### src/rtl/addsub_seq_flags.sv
// Multi-cycle add/subtract unit with NZCV flags; processes LIMB bits per cycle
// through a registered carry chain behind valid/ready handshakes.
module addsub_seq_flags #(
  parameter int unsigned WIDTH = 32,
  parameter int unsigned LIMB  = 8
) (
  input  logic             clk,
  input  logic             rst_n,
  input  logic             in_valid,
  output logic             in_ready,
  input  logic [WIDTH-1:0] a,
  input  logic [WIDTH-1:0] b,
  input  logic             op,
  input  logic             rev,
  input  logic             use_cin,
  input  logic             c_in,
  output logic             out_valid,
  input  logic             out_ready,
  output logic [WIDTH-1:0] s,
  output logic             n_flag,
  output logic             z_flag,
  output logic             c_flag,
  output logic             v_flag
);

  localparam int unsigned NLIMB = WIDTH / LIMB;
  localparam int unsigned KW    = (NLIMB > 1) ? $clog2(NLIMB) : 1;

  typedef enum logic [1:0] {
    S_IDLE,
    S_CALC,
    S_DONE
  } state_t;

  state_t           r_state;
  state_t           w_state_nxt;
  logic             r_in_ready;
  logic             w_in_ready_nxt;
  logic             r_out_valid;
  logic             w_out_valid_nxt;

  logic [WIDTH-1:0] r_x;
  logic [WIDTH-1:0] r_y;
  logic [WIDTH-1:0] r_s;
  logic             r_cy;
  logic [KW-1:0]    r_k;
  logic             r_z;
  logic             r_c;
  logic             r_v;

  logic             w_accept;
  logic             w_calc;
  logic             w_last;
  logic [WIDTH-1:0] w_x_sel;
  logic [WIDTH-1:0] w_y_sel;
  logic [LIMB:0]    w_sum;
  logic             w_cy_msb;
  logic [WIDTH-1:0] w_s_nxt;

  assign w_accept = in_valid && r_in_ready;
  assign w_calc   = (r_state == S_CALC);
  assign w_last   = w_calc && (r_k == KW'(NLIMB - 1));
  assign w_x_sel  = rev ? b : a;
  assign w_y_sel  = rev ? a : b;

  // One limb of the ripple: the low limb of the shifting operand registers.
  assign w_sum    = {1'b0, r_x[LIMB-1:0]} + {1'b0, r_y[LIMB-1:0]} + {{LIMB{1'b0}}, r_cy};
  assign w_cy_msb = r_x[LIMB-1] ^ r_y[LIMB-1] ^ w_sum[LIMB-1];

  // Result limbs shift in from the top so limb 0 lands at the bottom after NLIMB steps.
  if (NLIMB == 1) begin : g_one_limb
    assign w_s_nxt = w_sum[LIMB-1:0];
  end else begin : g_multi_limb
    assign w_s_nxt = {w_sum[LIMB-1:0], r_s[WIDTH-1:LIMB]};
  end

  always_ff @(posedge clk or negedge rst_n) begin
    if (!rst_n) begin
      r_state     <= S_IDLE;
      r_in_ready  <= 1'b1;
      r_out_valid <= 1'b0;
    end else begin
      r_state     <= w_state_nxt;
      r_in_ready  <= w_in_ready_nxt;
      r_out_valid <= w_out_valid_nxt;
    end
  end

  always_comb begin
    w_state_nxt     = r_state;
    w_in_ready_nxt  = r_in_ready;
    w_out_valid_nxt = r_out_valid;
    case (r_state)
      S_IDLE: begin
        if (w_accept) begin
          w_state_nxt    = S_CALC;
          w_in_ready_nxt = 1'b0;
        end
      end
      S_CALC: begin
        if (w_last) begin
          w_state_nxt     = S_DONE;
          w_out_valid_nxt = 1'b1;
        end
      end
      S_DONE: begin
        if (out_ready) begin
          w_state_nxt     = S_IDLE;
          w_out_valid_nxt = 1'b0;
          w_in_ready_nxt  = 1'b1;
        end
      end
      default: begin
        w_state_nxt     = S_IDLE;
        w_in_ready_nxt  = 1'b1;
        w_out_valid_nxt = 1'b0;
      end
    endcase
  end

  // Datapath: latch operands on accept, then consume one limb per CALC cycle.
  always_ff @(posedge clk or negedge rst_n) begin
    if (!rst_n) begin
      r_x  <= '0;
      r_y  <= '0;
      r_s  <= '0;
      r_cy <= 1'b0;
      r_k  <= '0;
      r_z  <= 1'b0;
      r_c  <= 1'b0;
      r_v  <= 1'b0;
    end else if (w_accept) begin
      r_x  <= w_x_sel;
      r_y  <= op ? ~w_y_sel : w_y_sel;
      r_cy <= use_cin ? c_in : op;
      r_k  <= '0;
      r_z  <= 1'b1;
    end else if (w_calc) begin
      r_x  <= r_x >> LIMB;
      r_y  <= r_y >> LIMB;
      r_cy <= w_sum[LIMB];
      r_k  <= r_k + KW'(1);
      r_s  <= w_s_nxt;
      r_z  <= r_z & (w_sum[LIMB-1:0] == '0);
      if (w_last) begin
        r_c <= w_sum[LIMB];
        r_v <= w_sum[LIMB] ^ w_cy_msb;
      end
    end
  end

  assign in_ready  = r_in_ready;
  assign out_valid = r_out_valid;
  assign s         = r_s;
  assign n_flag    = r_s[WIDTH-1];
  assign z_flag    = r_z;
  assign c_flag    = r_c;
  assign v_flag    = r_v;

endmodule

### config.mk
export PLATFORM = sky130hd
export DESIGN_NAME = addsub_seq_flags
export DESIGN_NICKNAME = d
export VERILOG_FILES = /design/src/rtl/addsub_seq_flags.sv
export SDC_FILE = /design/constraint.sdc
export NUM_CORES = 1
export LEC_CHECK = 0
export ABC_CLOCK_PERIOD_IN_PS = 2700
export CORE_ASPECT_RATIO = 1.4
export CORE_UTILIZATION = 52
export DETAILED_ROUTE_END_ITERATION = 6
export PLACE_DENSITY = 0.89
export SYNTH_ARGS = -nofsm -noshare
export SYNTH_HDL_FRONTEND = slang
export SYNTH_SLANG_ARGS = --single-unit
### constraint.sdc
create_clock -name clk -period 2.7 [get_ports clk]
set_input_delay 0.54 -clock clk [delete_from_list [all_inputs] [get_ports clk]]
set_output_delay 0.54 -clock clk [all_outputs]
set_load 0.03 [all_outputs]
==> flow_metrics.tcl, run 1 <==
set metrics [dict create \
    outcome "completed" \
    io_buffer_count 109 \
    cts_made_buffers 9 \
    setup_ws_ns 0.189 \
    gp_congestion 0.878 \
    period_needed_ns 2.51 \
    slew_viol_final 0 \
    max_slew_margin 0.621 \
    cts_sinks 106 \
    antenna_cells 0 \
    cap_violations 0 \
    grt_overflow_total 0 \
    slowest_delay_ns 0.46 \
    irDropWorstVdd_v 0.000412 \
    synth_edf_count 0 \
    syn_avg_cell_area_sq_um 9.76 \
    crit_path_max_fanout 2 \
    cp-end-kind "flip-flop" \
    drt_iter0_drc 286 \
    die_h_um 125 \
    crit_path_frequent_cell "fa_1" \
    fin_nets 748 \
    holdBufCountCts 0 \
    layout-drive-gt1-share 0.0999 \
    synth_top_cell_by_area "dfrtp_1" \
    synthTopCellsByCount "124 x nand2_1, 105 x dfrtp_1, 48 x a31oi_1" \
    ys_async_sr_fraction 1.00 \
    power.leakage_nw 3.09 \
    post_cts_buffers 0 \
    p_per_area_nw_per_um2 993 \
    syn_nets 658 \
    cts_root_buffer "clkbuf_16" \
    ys_seq_elements 106 \
    drt_wl_total_um 13400 \
    drtAntennaViolNets 0 \
    worstPathRequired_ns 2.94 \
    hold_violations 0 \
    htree_levels 3 \
    ys_warn_count 0 \
    pre_cts_ws_ns 0.257 \
    num_io_pins 110 \
    hpwl_um 9670 \
    grt_max_degree 72 \
    start_util 0.537 \
    cp.buffers_inverters 0 \
    drt_first_pass_iters 4 \
    grt_usage 0.252 \
    worst_pin_slew_ns 0.569 \
    grt_pass1_vias 4725 \
    die_area_sq_um 11200 \
    finalSetupTns_ns 0 \
    ys_seq_area_frac 0.472 \
    vias 4624 \
    area_delta_synth_final_pct 26.9 \
    clk_latency_ns 0.35 \
    synth_top_area_share 0.468 \
    netlist_instances 576 \
    cts.clk_slew.worst_paths_ns 0.07 \
    clock-skew-final_ns 0.00811 \
    timing.critical_path.cells "fa_1 -> fa_1 -> a21o_1 -> a221oi_2 -> xor2_1 -> nand4_1 -> o31ai_1" \
    drc 0 \
    crit_type "flip-flop to flip-flop" \
    cp.arrival_ns 2.76 \
    drt-vias-per-instance 5.72 \
    antenna_found_initial 0 \
    rsz0062_at_grt "false" \
    timing.final.crit_share 0.930 \
    clock.fmax_ghz 0.398 \
    post_drt_wl_per_cell_um 16.5 \
    rows 44 \
    synth.most_common_cell "nand2_1" \
    ys.flop_type "dfrtp_1" \
    synth_top_cells_by_area "dfrtp_1 47%, nand2_1 8.3%, mux2i_1 7.3%" \
    post_cts_resized 0 \
    syn-cell-area_sq_um 5620 \
    crit_family "adder cells" \
    finalSetupViolCount 0 \
    die_w_um 89.9 \
    synth_cell_type_count 36 \
    critPathSlowestCell "fa_1" \
    holdCritPathClass "primary input to asynchronous set/reset pin" \
    core_sq_um 10500 \
    cts_tree "done" \
    grt_pass1_wl_um 22500 \
    clockBufferDepth 2 \
    critPathLaunchType "flip-flop" \
]
-- worst paths after layout --
| path | cells past startpoint | startpoint | slack [ns] | to |
|---|---|---|---|---|
| worst max register to register | 7 | r_x[0] | 0.19 | z_flag |
| worst min-delay path | 1 | rst_n | 0.15 | s[0] |
| worst min register to register | 2 | r_x[31] | 0.48 | r_x[31] |
| worst max-delay path | 7 | r_x[0] | 0.19 | z_flag |
| max in group asynchronous | 2 | rst_n | 1.83 | r_y[12] |
| min in group clk | 2 | r_x[31] | 0.48 | r_x[31] |
-- layer usage --
layer / wire, um / up-vias / track usage / share of wire
met3: 583 / 33 / 0.0456 / 0.044
met2: 7050 / 169 / 0.451 / 0.53
li1: - / 2177 / - / -
met4: 488 / 0 / 0.121 / 0.036
met5: 0 / - / 0 / 0
met1: 5260 / 2245 / 0.290 / 0.39
-- final cells by class --
| cell class | instances | area [sq um] |
|---|---|---|
| well taps | 138 | 173 |
| clock inverters | 5 | 78.8 |
| clock buffers | 11 | 233 |
| repair buffers | 122 | 1200 |
| fillers | 784 | 3330 |
| inverters | 1 | 3.75 |
| flip-flops and latches | 106 | 2650 |
| multi-input cells | 426 | 2790 |
-- registers in the layout, indices dropped and copies added, names as in the netlist --
register,count
r_cy,1
r_k,2
r_state,2
z_flag,1
v_flag,1
in_ready,1
r_y,32
s,32
out_valid,1
c_flag,1
r_x,32
-- through the flow --
step                      cells  cell area [sq um]   util  hold WS (ns)  total power, mW
after floorplan             576               5620      -         0.244             4.58
after global placement      793               6820  0.652         0.460             5.51
after detailed placement    793               6820  0.652         0.470             5.69
after CTS                   809               7130  0.682         0.161             7.10
after global routing        809               7130  0.682         0.178             7.49
final                       809               7130  0.682         0.148             7.08
-- report_power, final --
part           switching, mW  total, mW  internal [mW]
Combinational           1.70       3.07           1.37
Sequential             0.426       2.63           2.21
Clock                  0.567       1.38          0.814
-- cell families (layout without fill, tap and decap cells) --
logic type,count (synthesis),after routing,synth area share
simple gates,190,190,0.143
buf+inv,44,139,0.0345
fa+ha+maj,10,10,0.0249
flops,106,106,0.472
mux,71,71,0.133
xor+xnor,40,40,0.0623
compound gates,115,115,0.130
-- placed cells by master, fill, tap and decap left out, drive strengths merged, types with 8 or more instances in the layout --
cell type / count
dfrtp: 105
buf: 16
xnor2: 29
mux2: 30
ha: 8
nand2: 125
nor2b: 25
nor2: 33
a211oi: 25
a21oi: 8
clkdlybuf4s50: 106
xor2: 11
mux2i: 41
a31oi: 48
o21ai: 26
clkbuf: 11
(Power assumes the default switching activity.)
==> run 2: changes to the inputs <==
- CORE_UTILIZATION: 52 -> 34
- PLACE_DENSITY: 0.89 -> 0.65
- SKIP_LAST_GASP: default -> 1
==> run 2 against run 1 <==
  * Register-to-register slack better by 0.09 ns
  * Setup slack improved by 0.092 ns
  * Non-clock buffer count is the same
  * Critical path type unchanged
  * Largest cell class unchanged
  * Final area rose by 1.5%
  * Critical path depth shrank 1
==> flow_metrics.tcl, run 2 (synthesis gave the netlist of run 1 again) <==
set metrics [dict create \
    vias 4472 \
    p_per_area_nw_per_um2 974 \
    hold_violations 0 \
    io_buffer_count 109 \
    worst_pin_slew_ns 0.724 \
    slew_viol_final 0 \
    cp.depth 6 \
    cts_root_buffer "clkbuf_16" \
    outcome "completed" \
    crit_family "adder cells" \
    cap_violations 0 \
    timing.final.crit_share 0.896 \
    setup_ws_ns 0.281 \
    htree_levels 3 \
    die_w_um 111 \
    cts_made_buffers 9 \
    drt-vias-per-instance 5.14 \
    layout-drive-gt1-share 0.0999 \
    fin_util 0.447 \
    clockBufferDepth 2 \
    antenna_cells 0 \
    final_cells 870 \
    clkPwrFrac 0.199 \
    dp.cells 854 \
    power.leakage_nw 3.09 \
    cts_tree "done" \
    grt_usage 0.160 \
    pwr-share-comb 0.431 \
    die_h_um 154 \
    clock-skew-final_ns 0.0114 \
    irDropWorstVdd_v 0.000668 \
    drt_first_pass_iters 4 \
    cp.arrival_ns 2.66 \
    crit_type "flip-flop to flip-flop" \
    drt_iter0_drc 203 \
    worstPathRequired_ns 2.94 \
    fin_nets 748 \
    max_slew_margin 0.517 \
    sw_frac_of_total 0.375 \
    rows 55 \
    seqPwrFrac 0.369 \
    nFillCells 1531 \
    clock.fmax_ghz 0.413 \
    rsz0062_at_grt "false" \
    power.internal_mw 4.40 \
    core_sq_um 16200 \
    mostFrequentLayoutCells "123 x nand2_1, 106 x clkdlybuf4s50_1, 105 x dfrtp_1" \
    cts_sinks 106 \
    crit_path_frequent_cell "fa_1" \
    antenna_found_initial 0 \
    grt_overflow_total 0 \
    pre_cts_ws_ns 0.287 \
    cp.buffers_inverters 0 \
    hold_ws_ns 0.243 \
    post_cts_resized 0 \
    finalSetupTns_ns 0 \
    slowest_delay_ns 0.47 \
    grt_pass1_wl_um 21900 \
    hpwl_um 10100 \
    num_io_pins 110 \
    start_util 0.347 \
    drtAntennaViolNets 0 \
    gp_congestion 0.816 \
    holdCritPathClass "primary input to asynchronous set/reset pin" \
    finalSetupViolCount 0 \
    grt_max_degree 55 \
    power_mw 7.05 \
    place_area_sq_um 6920 \
    clk_latency_ns 0.35 \
    area_delta_synth_final_pct 28.8 \
    critPathLaunchType "flip-flop" \
    die_area_sq_um 17100 \
    drt_wl_total_um 13600 \
    post_cts_buffers 0 \
    holdBufCountCts 0 \
    power.net_switching_mw 2.64 \
    post_drt_wl_per_cell_um 15.6 \
    cts.clk_slew.worst_paths_ns 0.07 \
    cp-end-kind "flip-flop" \
    post-route-cell-area_sq_um 7240 \
    drc 0 \
    critPathSlowestCell "fa_1" \
    crit_path_max_fanout 3 \
    final_common_cell "nand2_1" \
    timing.critical_path.cells "fa_1 -> fa_1 -> a21o_1 -> a221oi_2 -> o21ai_0 -> mux2_2" \
    worst_r2r_path_depth 6 \
    period_needed_ns 2.42 \
    grt_pass1_vias 4439 \
]
==> run 2: cell count changes in the layout (fill, tap and decap cells not counted), sizes merged <==
cell | before | now
clkinvlp | 0 | 1
inv | 2 | 1
==> run 2: cell type report <==
class | instances | area, sq um | area share
Clock inverter | 5 | 81.3 | 0.0112
Tap cell | 199 | 249 | 0.0344
Sequential cell | 106 | 2650 | 0.367
Multi-Input combinational cell | 426 | 2790 | 0.385
Timing Repair Buffer | 122 | 1230 | 0.170
Inverter | 1 | 3.75 | 0.000519
Clock buffer | 11 | 233 | 0.0322
==> run 2: worst paths after layout <==
check	start	end	slack [ns]
worst max register to register	r_x[0]	c_flag	0.28
min in group clk	r_y[30]	r_y[30]	0.48
max in group asynchronous	rst_n	s[22]	1.74
worst min-delay path	rst_n	s[7]	0.24
worst min register to register	r_y[30]	r_y[30]	0.48
worst max-delay path	r_x[0]	c_flag	0.28
==> run 2: routing by layer <==
| metal | global-route usage | vias to the layer above | routed length (um) |
|---|---|---|---|
| met1 | 0.189 | 2139 | 5810 |
| li1 | - | 2180 | - |
| met2 | 0.290 | 133 | 7050 |
| met4 | 0.0571 | 0 | 195 |
| met3 | 0.0280 | 20 | 527 |
| met5 | 0 | - | 0 |
==> run 2: power groups by stage <==
stage	logic [mW]	clock network [mW]	registers (mW)
final	3.04	1.40	2.60
after global routing	3.30	1.48	2.68
after CTS	3.07	1.43	2.61
after detailed placement	3.06	0	2.64
after global placement	2.99	0	2.61
after floorplan	1.56	0	3.02
